==> src/rtl/instruction_memory_loader_pkg.sv <==
// Shared constants and loader state encoding for the instruction memory loader.
// Imported by the top and the byte/word assembler.
package instruction_memory_loader_pkg;

    localparam int NB             = 32;
    localparam int NB_BYTE        = 8;
    localparam int BYTES_PER_WORD = NB / NB_BYTE;

    localparam logic [NB-1:0] HALT_INSTR = 32'hFFFF_FFFF;
    localparam logic [NB-1:0] NOP_INSTR  = 32'h0000_0000;

    typedef enum logic [1:0] {
        LD_IDLE    = 2'd0,
        LD_LOADING = 2'd1,
        LD_DONE    = 2'd2
    } ld_state_t;

endpackage

==> src/rtl/instruction_memory_loader_byte_word_assembler.sv <==
// Packs loader bytes MSB-first into words; o_word_valid pulses with the 4th byte of a word.
// o_word is combinational so the word can be written on the same edge that accepts its last byte.
module instruction_memory_loader_byte_word_assembler
    import instruction_memory_loader_pkg::*;
(
    input  logic               i_clock,
    input  logic               i_reset,
    input  logic               i_start,
    input  logic               i_shift,
    input  logic [NB_BYTE-1:0] i_byte,
    output logic [NB-1:0]      o_word,
    output logic               o_word_valid
);

    localparam int NB_HELD = NB - NB_BYTE;

    // Only the first three bytes need storage; the fourth arrives on i_byte.
    logic [NB_HELD-1:0] word_q;
    logic [1:0]         byte_cnt;

    always_ff @(posedge i_clock) begin
        if (!i_reset) begin
            word_q   <= '0;
            byte_cnt <= '0;
        end else if (i_start) begin
            // A byte arriving with start is byte 0 of the new program.
            word_q   <= i_shift ? NB_HELD'(i_byte) : '0;
            byte_cnt <= i_shift ? 2'd1 : 2'd0;
        end else if (i_shift) begin
            word_q   <= {word_q[NB_HELD-NB_BYTE-1:0], i_byte};
            byte_cnt <= byte_cnt + 2'd1;
        end
    end

    assign o_word       = {word_q, i_byte};
    assign o_word_valid = i_shift && !i_start && (byte_cnt == 2'(BYTES_PER_WORD - 1));

endmodule

==> src/rtl/instruction_memory_loader.sv <==
// Fetch-stage instruction memory: debug unit streams a program in byte by byte,
// then the pipeline reads words by PC byte address with one cycle of latency.
module instruction_memory_loader
    import instruction_memory_loader_pkg::*;
#(
    parameter int N_WORDS = 64,
    parameter int NB_ADDR = 6
) (
    input  logic               i_clock,
    input  logic               i_reset,
    input  logic               i_enable,
    input  logic [NB-1:0]      i_pc,
    input  logic               i_load_start,
    input  logic               i_load_valid,
    input  logic [NB_BYTE-1:0] i_load_byte,
    output logic [NB-1:0]      o_instruction,
    output logic               o_load_done,
    output logic [NB_ADDR:0]   o_load_count,
    output logic               o_halt_fetched,
    output logic [1:0]         o_dbg_state
);

    ld_state_t state, next_state;

    logic [NB_ADDR:0]   wr_ptr;
    logic [NB-1:0]      mem [N_WORDS];
    logic [NB-1:0]      asm_word;
    logic               asm_word_valid;
    logic               shift_en;
    logic               fetch;
    logic [NB-1:0]      rd_word;
    logic               last_word;
    logic               unused_pc_byte_sel;

    // Bytes are accepted only while loading, or alongside a start pulse.
    assign shift_en = i_load_valid && (i_load_start || (state == LD_LOADING));

    instruction_memory_loader_byte_word_assembler u_assembler (
        .i_clock      (i_clock),
        .i_reset      (i_reset),
        .i_start      (i_load_start),
        .i_shift      (shift_en),
        .i_byte       (i_load_byte),
        .o_word       (asm_word),
        .o_word_valid (asm_word_valid)
    );

    assign last_word = (asm_word == HALT_INSTR) ||
                       ((wr_ptr + 1'b1) == (NB_ADDR + 1)'(N_WORDS));

    always_comb begin
        next_state = state;
        if (i_load_start) begin
            next_state = LD_LOADING;
        end else begin
            case (state)
                LD_IDLE:    next_state = LD_IDLE;
                LD_LOADING: if (asm_word_valid && last_word) next_state = LD_DONE;
                LD_DONE:    next_state = LD_DONE;
                default:    next_state = LD_IDLE;
            endcase
        end
    end

    always_ff @(posedge i_clock) begin
        if (!i_reset) begin
            state <= LD_IDLE;
        end else begin
            state <= next_state;
        end
    end

    // Word-aligned fetch; addresses beyond the array read as NOP.
    assign fetch              = (state == LD_DONE) && i_enable;
    assign rd_word            = (i_pc[NB-1:NB_ADDR+2] != '0) ? NOP_INSTR
                                                             : mem[i_pc[NB_ADDR+1:2]];
    assign unused_pc_byte_sel = ^i_pc[1:0];

    always_ff @(posedge i_clock) begin
        if (!i_reset) begin
            wr_ptr         <= '0;
            o_load_done    <= 1'b0;
            o_instruction  <= '0;
            o_halt_fetched <= 1'b0;
        end else begin
            if (i_load_start) begin
                wr_ptr <= '0;
            end else if (asm_word_valid) begin
                wr_ptr <= wr_ptr + 1'b1;
            end

            o_load_done <= (next_state == LD_DONE);

            if (fetch) begin
                o_instruction <= rd_word;
            end

            if (i_load_start) begin
                o_halt_fetched <= 1'b0;
            end else if (fetch && (rd_word == HALT_INSTR)) begin
                o_halt_fetched <= 1'b1;
            end
        end
    end

    // Memory is deliberately not reset; wr_ptr never reaches N_WORDS while writing.
    always_ff @(posedge i_clock) begin
        if (asm_word_valid) begin
            mem[wr_ptr[NB_ADDR-1:0]] <= asm_word;
        end
    end

    assign o_load_count = wr_ptr;
    assign o_dbg_state  = state;

endmodule

==> config.mk <==
export PLATFORM = sky130hd
export DESIGN_NAME = instruction_memory_loader
export DESIGN_NICKNAME = d
export VERILOG_FILES = /design/src/rtl/instruction_memory_loader_pkg.sv /design/src/rtl/instruction_memory_loader_byte_word_assembler.sv /design/src/rtl/instruction_memory_loader.sv
export SDC_FILE = /design/constraint.sdc
export NUM_CORES = 2
export LEC_CHECK = 0
export CAP_MARGIN = 0
export CORE_UTILIZATION = 35
export DETAILED_ROUTE_END_ITERATION = 16
export PLACE_DENSITY_LB_ADDON = 0.12
export SLEW_MARGIN = 20
export SYNTH_ARGS = -nofsm -noshare
export SYNTH_HDL_FRONTEND = slang
export SYNTH_SLANG_ARGS = --single-unit
==> constraint.sdc <==
create_clock -name i_clock -period 4.6 [get_ports i_clock]
set_input_delay 0.92 -clock i_clock [delete_from_list [all_inputs] [get_ports i_clock]]
set_output_delay 0.92 -clock i_clock [all_outputs]
set_load 0.005 [all_outputs]
# After elaboration in Yosys (flattened, before gate mapping)
# Memory sizes are Yosys's and may differ from the RTL's.
# Index checks and enable logic that the tools add are counted.
totals:
  memories: 1
  out_inout_bits: 43
  latch_bits: 0
  mem_bits_ro: 0
  mem_bits_rw: 2048
  ff_bits: 69
  inputBits: 45
  wordCells: 42
mem_list:
  columns: ["memory", "depth", "width", "rd", "rd_ports_with_merged_regs", "wr", "line", "source"]
  rows:
  - ["mem", 64, 32, 1, 0, 1, "instruction_memory_loader.sv:26", "logic [NB-1:0] mem [N_WORDS];"]
classes:
  addsub: 2
  div_mod_pow: 0
  order_cmp: 0
  muxes: 12
  eq_ne: 7
  shift: 0
  reduce_logical: 12
  n_mul: 0
  bitwise_logic: 1
op_table:
  columns: ["operator", "count"]
  rows:
  - ["32-bit == test (second input constant)", 2]
  - ["24-bit two-way mux", 2]
  - ["32-bit two-way mux", 1]
  - ["24-bit nonzero test", 1]
  - ["2-bit two-way mux", 4]
  - ["8-bit two-way mux", 1]
  - ["7-bit by 1-bit adder with 7-bit output (second input constant)", 1]
  - ["7-bit == test (second input constant)", 1]
  - ["2-bit == test (second input constant)", 3]
  - ["1-bit logical AND", 6]
  - ["2-bit one-hot mux with 2 select lines", 1]
  - ["1-bit two-way mux", 3]
  - ["2-bit by 1-bit adder with 2-bit output (second input constant)", 1]
  - ["2-bit by 1-bit == test with 1-bit output (second input constant)", 1]
  - ["1-bit logical OR", 2]
  - ["2-bit nonzero test", 1]
  - ["2-bit OR reduction", 1]
  - ["1-bit logical NOT", 1]
  - ["1-bit inverter", 1]

# Depth between registers and ports, before layout
depth:
  ltp_word: 10
  mapped_depth: 16
  depth_no_buf: 9

# Cells and area by module
# A second synthesis with hierarchy kept.
hier_totals:
  cells_unflattened: 3833
  hier_area_um2: 83062.2
by_module_without_submodules:
  columns: ["module", "cells_per_inst", "seq_area_each_um2", "area_each_um2", "instances"]
  rows:
  - ["instruction_memory_loader", 3726, 62359.8, 81989.9, 1]
  - ["instruction_memory_loader_byte_word_assembler", 107, 520.5, 1072.3, 1]

# Least setup slack after synthesis
# OpenSTA, ideal clock, no wires.
synth_path:
  path_type: "in2reg"
  startpoint: "input i_load_start"
  endpoint: "memory mem[63][0] (enable)"
  path_slack_ps: 610
  n_path_buf: 2
  required_time_ps: 4179
  arrival_time_ps: 3569
  stages: 7
  cell_sequence: "o21ai_1 nor3b_1 and2_0 clkbuf_1 nand3_1 clkbuf_1 nor2_1"
synth_via:
  elab_chain_len: 6
  word_cells_on_any_way: 7
  cone_classes: "mux (2); reduce/logical (5)"
synth_rtl:
  columns: ["item", "line", "source"]
  rows:
  - ["from (decl)", "instruction_memory_loader.sv:13", "input logic i_load_start,"]
  - ["1-bit logical OR", "instruction_memory_loader.sv:36", "assign shift_en = i_load_valid && (i_load_start || (state == LD_LOADING));"]
  - ["1-bit logical AND", "instruction_memory_loader.sv:36", null]
  - ["1-bit logical AND (*) (2 in series)", "instruction_memory_loader_byte_word_assembler.sv:36", "assign o_word_valid = i_shift && !i_start && (byte_cnt == 2'(BYTES_PER_WORD - 1));"]
  - ["1-bit two-way mux (*)", "instruction_memory_loader.sv:108", "if (asm_word_valid) begin"]
  - ["1-bit two-way mux (not written as such) (*)", "instruction_memory_loader.sv:109", "mem[wr_ptr[NB_ADDR-1:0]] <= asm_word;"]
  - ["to (decl)", "instruction_memory_loader.sv:26", null]
# Mark *: on every way between the ends. The rest lies on a longest branch, timed or not.

# Final worst setup path
layout_path:
  startpoint: "input i_pc[4]"
  endpoint: "register o_halt_fetched"
layout_via:
  elab_chain_len: 4
layout_rtl:
  columns: ["item", "line", "source"]
  rows:
  - ["from (decl)", "instruction_memory_loader.sv:12", "input logic [NB-1:0] i_pc,"]
  - ["memory 64 x 32 bit", null, null]
  - ["32-bit two-way mux", "instruction_memory_loader.sv:75", "assign rd_word = (i_pc[NB-1:NB_ADDR+2] != '0) ? NOP_INSTR"]
  - ["32-bit == test", "instruction_memory_loader.sv:100", "end else if (fetch && (rd_word == HALT_INSTR)) begin"]
  - ["1-bit logical AND", "instruction_memory_loader.sv:100", null]
  - ["to (signal assigned)", "instruction_memory_loader.sv:84", "o_halt_fetched <= 1'b0;"]
  - ["to (signal assigned)", "instruction_memory_loader.sv:99", "o_halt_fetched <= 1'b0;"]
  - ["to (signal assigned)", "instruction_memory_loader.sv:101", "o_halt_fetched <= 1'b1;"]
  - ["to (decl)", "instruction_memory_loader.sv:19", "output logic o_halt_fetched,"]
# Every way passes these cells.
# A chain may end at the register's enable or synchronous reset.

==> summary by stage <==
STA
Setup repair after global routing left no endpoint under its margin. The final hold violation count is 0. The worst max-slew margin expressed relative to the limit is about a fifth. The number of pins exceeding their max-slew limit in the final report was 0. The achievable frequency is between 200 and 250 MHz. The tightest hold path in the finished design has a slack of about 470 ps. At the pin with the least slew margin, the transition time is around 1200 ps. After layout, the minimum clock period comes to 4270 ps. The share of the clock period used by the worst path after layout is roughly 93%. On the final layout, the worst clock skew is ~33 ps.

Setup violations remaining at the end of the flow were counted as 0.

Synth
Sorting the synthesized cells by area gives the leading types as sky130_fd_sc_hd__edfxtp_1 (75%), sky130_fd_sc_hd__mux4_2 (11%), sky130_fd_sc_hd__mux4_1 (2.0%). Among all cell types in the netlist, the one instantiated most often is sky130_fd_sc_hd__edfxtp_1. The Yosys step of the flow raised 0 warnings. The synthesized netlist contains 83 unique library cells.

In this run the biggest area consumer among cell types represents about 75% of the synthesized area. The cell area after synthesis is a little over 80000 um^2. The library cell occupying the most area in the post-synthesis netlist is sky130_fd_sc_hd__edfxtp_1. After synthesis the netlist holds a flip-flop and latch count of roughly 2100. The commonest cells after synthesis are sky130_fd_sc_hd__edfxtp_1 (2048), sky130_fd_sc_hd__mux4_2 (397), sky130_fd_sc_hd__nand2_1 (209), sky130_fd_sc_hd__mux2i_1 (157), sky130_fd_sc_hd__nor2_1 (115). When the netlist entered floorplanning its net count stood at around 4000.

In this run the mean area of a mapped cell was around 21 um^2. Summing the sequential cell areas from Yosys gives ~77% of the chip area. The most frequently used flop master after synthesis is sky130_fd_sc_hd__edfxtp_1.

Of all flip-flops after synthesis, the portion carrying an async set or reset was 0%. The number of enable flip-flop cells after synthesis is 2048. The synthesized instance count is between 3000 and 4000.

Hold path
The path class of the lowest-slack min-delay path is reg2reg. The instance count along the most critical hold path is 2.

Final layout
Cells with a size suffix above 1 make up between 20% and 30% of the layout. The count of filler cells inserted in the layout is 20700. The final instance area is just under 100000 um^2.

The count of nets after finishing is 4472. Relative to the synthesized area, the layout overhead comes to 18.0%. The count of cells in the finished layout, fillers not included, comes to 7743. For this run, the share of the core covered by cells in the final layout is 41.6%.

Worst setup path
Counting buffers and inverters, the worst setup path is 12 cells deep. The endpoint type of the worst setup path is a flip-flop. The kind of launch point of the worst setup path is an input pin.

The worst setup path category is in2reg. At the worst endpoint, the arrival time is approximately 5000 ps. Traced cell by cell, the critical path runs through buf_8 -> inv_4 -> nor2_1 -> a31oi_1 -> and4_1 -> nor4_1 -> buf_4 -> nor4b_1 -> nand4b_1 -> nor4_1 -> buf_4 -> a31o_1. The critical path contains buffers and inverters numbering 4 combined. The largest single stage delay on the critical path is 750 ps. At the worst endpoint, the required time is roughly 5400 ps.

The slowest stage of the critical path is the sky130_fd_sc_hd__nor4_1 cell. The cell count of the worst reg-to-reg path is 11. The largest fanout of any net on the critical path is 31.

Grouping stages by cell kind, the critical path spends the most delay in simple AND/OR/NAND/NOR gates.

Power
Summing internal, switching and leakage power gives around 0.04 W. Summed over all cells, the static leakage comes to slightly above 30 nW. The worst-case IR drop observed on VDD is roughly 340 uV. For this design the ratio of total power to cell area is roughly 410 nW/um^2.

Clock tree
Once the clock tree was built, the resizer swapped 0 gates to a different size. CTS built an H-tree with a depth of 4. The number of setup buffers added after CTS is 0. The latest clock arrival within the worst-skew pair is 870 ps. The CTS sink count is ~2100. The CTS root buffer is sky130_fd_sc_hd__clkbuf_16. In this run, CTS created clock tree buffers numbering between 200 and 250. The clock passes through at most 3 buffers. The TritonCTS clock tree is built.

The number of hold buffers added after CTS is 0. Clock-pin slew was measured on the worst setup and hold paths at ~60 ps.

Drt
In this run the remaining antenna-violating nets after routing total 0. Dividing the detail-routed via count by the number of cells gives around 5.6. The number of iterations in the first detailed-routing pass is 6. The count of routing violations after the opening detailed-route iteration is just over 5000.

Summing over every cut layer, the via total after detailed routing is roughly 43000. After detailed routing, the number of remaining DRC violations is 0. The mean routed wirelength per cell is 35.6 um. The total detailed-routing wirelength is between 200000 and 300000 um.

Floorplan
Once the floorplan was initialized, standard cells occupied a little over a third of the core. The area of the die is roughly 240000 um^2. The core box area is between 200000 and 250000 um^2. The boundary pin count is between 80 and 90.

The floorplan step set the die height to between 400 and 500 um. In this run the core area contains 177 standard-cell rows. In this run the horizontal extent of the chip is just under 500 um.

Global route
The maximum number of pins on one net before global-route repair is 68. The total overflow reported by the global router is 0. The global router's overall resource usage is between 20% and 30%. The first global-routing pass estimated 374000 um of wire. The number of antenna violations at the first check in global routing is 19.

The via count of the first global-routing pass was around 43000.

Place
The count of buffers added on input and output ports is 85. Detailed placement finished with a half-perimeter wire length of 172000 um. The number of cells in the design after placement is roughly 7300. The total placed instance area is approximately 90000 um^2. The weighted congestion reported at the end of routability-driven placement is between 0.8 and 0.9.

Job
The tool flagged a number of max-cap violations equal to 0.

Outcome
The run finished with clean final reports.
## state kept, by name (all words and copies together) (netlist names)
register              cells
o_load_done               1
u_assembler.word_q       24
o_load_count              7
o_halt_fetched            1
u_assembler.byte_cnt      2
o_instruction            32
mem                    2048
o_dbg_state               2
## cell families (layout without fill, tap and decap cells)
logic type	Yosys count	after routing	synth area share, %
other	0	7	0
multiplexers	626	626	14.9
AND/OR/NAND/NOR	534	534	3.07
buffers and inverters	236	928	2.13
AO/OA/AOI/OAI	389	389	3.25
XOR/XNOR	6	6	0.0640
flip-flops	2117	2117	76.5
adder cells (fa/ha/maj)	4	4	0.0609
## cells in the final DEF (no fill, tap or decap), types with 44 or more instances in the layout
cell,netlist,layout
sky130_fd_sc_hd__a21oi_1,80,80
sky130_fd_sc_hd__a22oi_1,86,86
sky130_fd_sc_hd__buf_12,6,88
sky130_fd_sc_hd__buf_4,32,339
sky130_fd_sc_hd__clkbuf_1,55,46
sky130_fd_sc_hd__clkbuf_16,0,227
sky130_fd_sc_hd__clkdlybuf4s50_1,0,70
sky130_fd_sc_hd__clkinv_1,0,59
sky130_fd_sc_hd__clkinv_2,0,50
sky130_fd_sc_hd__dfxtp_1,69,45
sky130_fd_sc_hd__edfxtp_1,2048,2048
sky130_fd_sc_hd__mux2i_1,157,157
sky130_fd_sc_hd__mux4_1,61,61
sky130_fd_sc_hd__mux4_2,397,397
sky130_fd_sc_hd__nand2_1,209,208
sky130_fd_sc_hd__nand3_1,44,44
sky130_fd_sc_hd__nor2_1,115,49
sky130_fd_sc_hd__nor2_4,0,65
sky130_fd_sc_hd__o21ai_0,47,47
## power breakdown
group / switching [W] / total, W / leakage [nW] / internal (W)
logic: 0.00121 / 0.00187 / 8.20 / 0.000665
clock network: 0.00757 / 0.0172 / 3.38 / 0.00966
registers: 0.00000304 / 0.0210 / 18.9 / 0.0210
## worst paths after layout
| path | start | endpoint | slack (ps) |
|---|---|---|---|
| max | i_pc[4] | o_halt_fetched | 330 |
| min | o_instruction[7] | o_instruction[7] | 470 |
| max reg2reg | o_dbg_state[0] | o_halt_fetched | 730 |
| min reg2reg | o_instruction[7] | o_instruction[7] | 470 |
## routing by layer
layer / wire (um) / vias to the layer above / share of wire [%] / global-route usage (%)
li1: - / 17400 / - / -
met3: 16400 / 328 / 6.0 / 3.38
met4: 8680 / 2 / 3.1 / 6.81
met5: 19 / - / 0.0069 / 0
met1: 117000 / 24000 / 42 / 32.0
met2: 134000 / 1594 / 48 / 38.2
## through the flow
| stage | TNS [ps] | setup slack (ps) |
|---|---|---|
| global route | 0 | 384 |
| global placement | -333 | -333 |
| detailed placement | -359 | -359 |
| floorplan | 0 | 610 |
| CTS | 0 | 550 |
| finish | 0 | 332 |
## worst register-to-register path: cells and delay by family (launching register included)
kind | cells | cell delay [ps]
buffers and inverters | 3 | 540
AND/OR/NAND/NOR | 6 | 2420
adder cells (fa/ha/maj) | 1 | 380
flip-flops | 1 | 340
AO/OA/AOI/OAI | 1 | 130
## area by class of cell
| type | count | area, um^2 | area share [%] |
|---|---|---|---|
| Antenna cell | 7 | 17.5 | 0.0181 |
| Sequential cell | 2117 | 62900 | 64.9 |
| Tap cell | 3132 | 3920 | 4.04 |
| Inverter | 9 | 38.8 | 0.0400 |
| Clock buffer | 273 | 5850 | 6.04 |
| Multi-Input combinational cell | 1559 | 18100 | 18.6 |
| Timing Repair Buffer | 512 | 5120 | 5.28 |
| Clock inverter | 134 | 1020 | 1.05 |
Note: power is estimated with default switching activity, not from simulation.
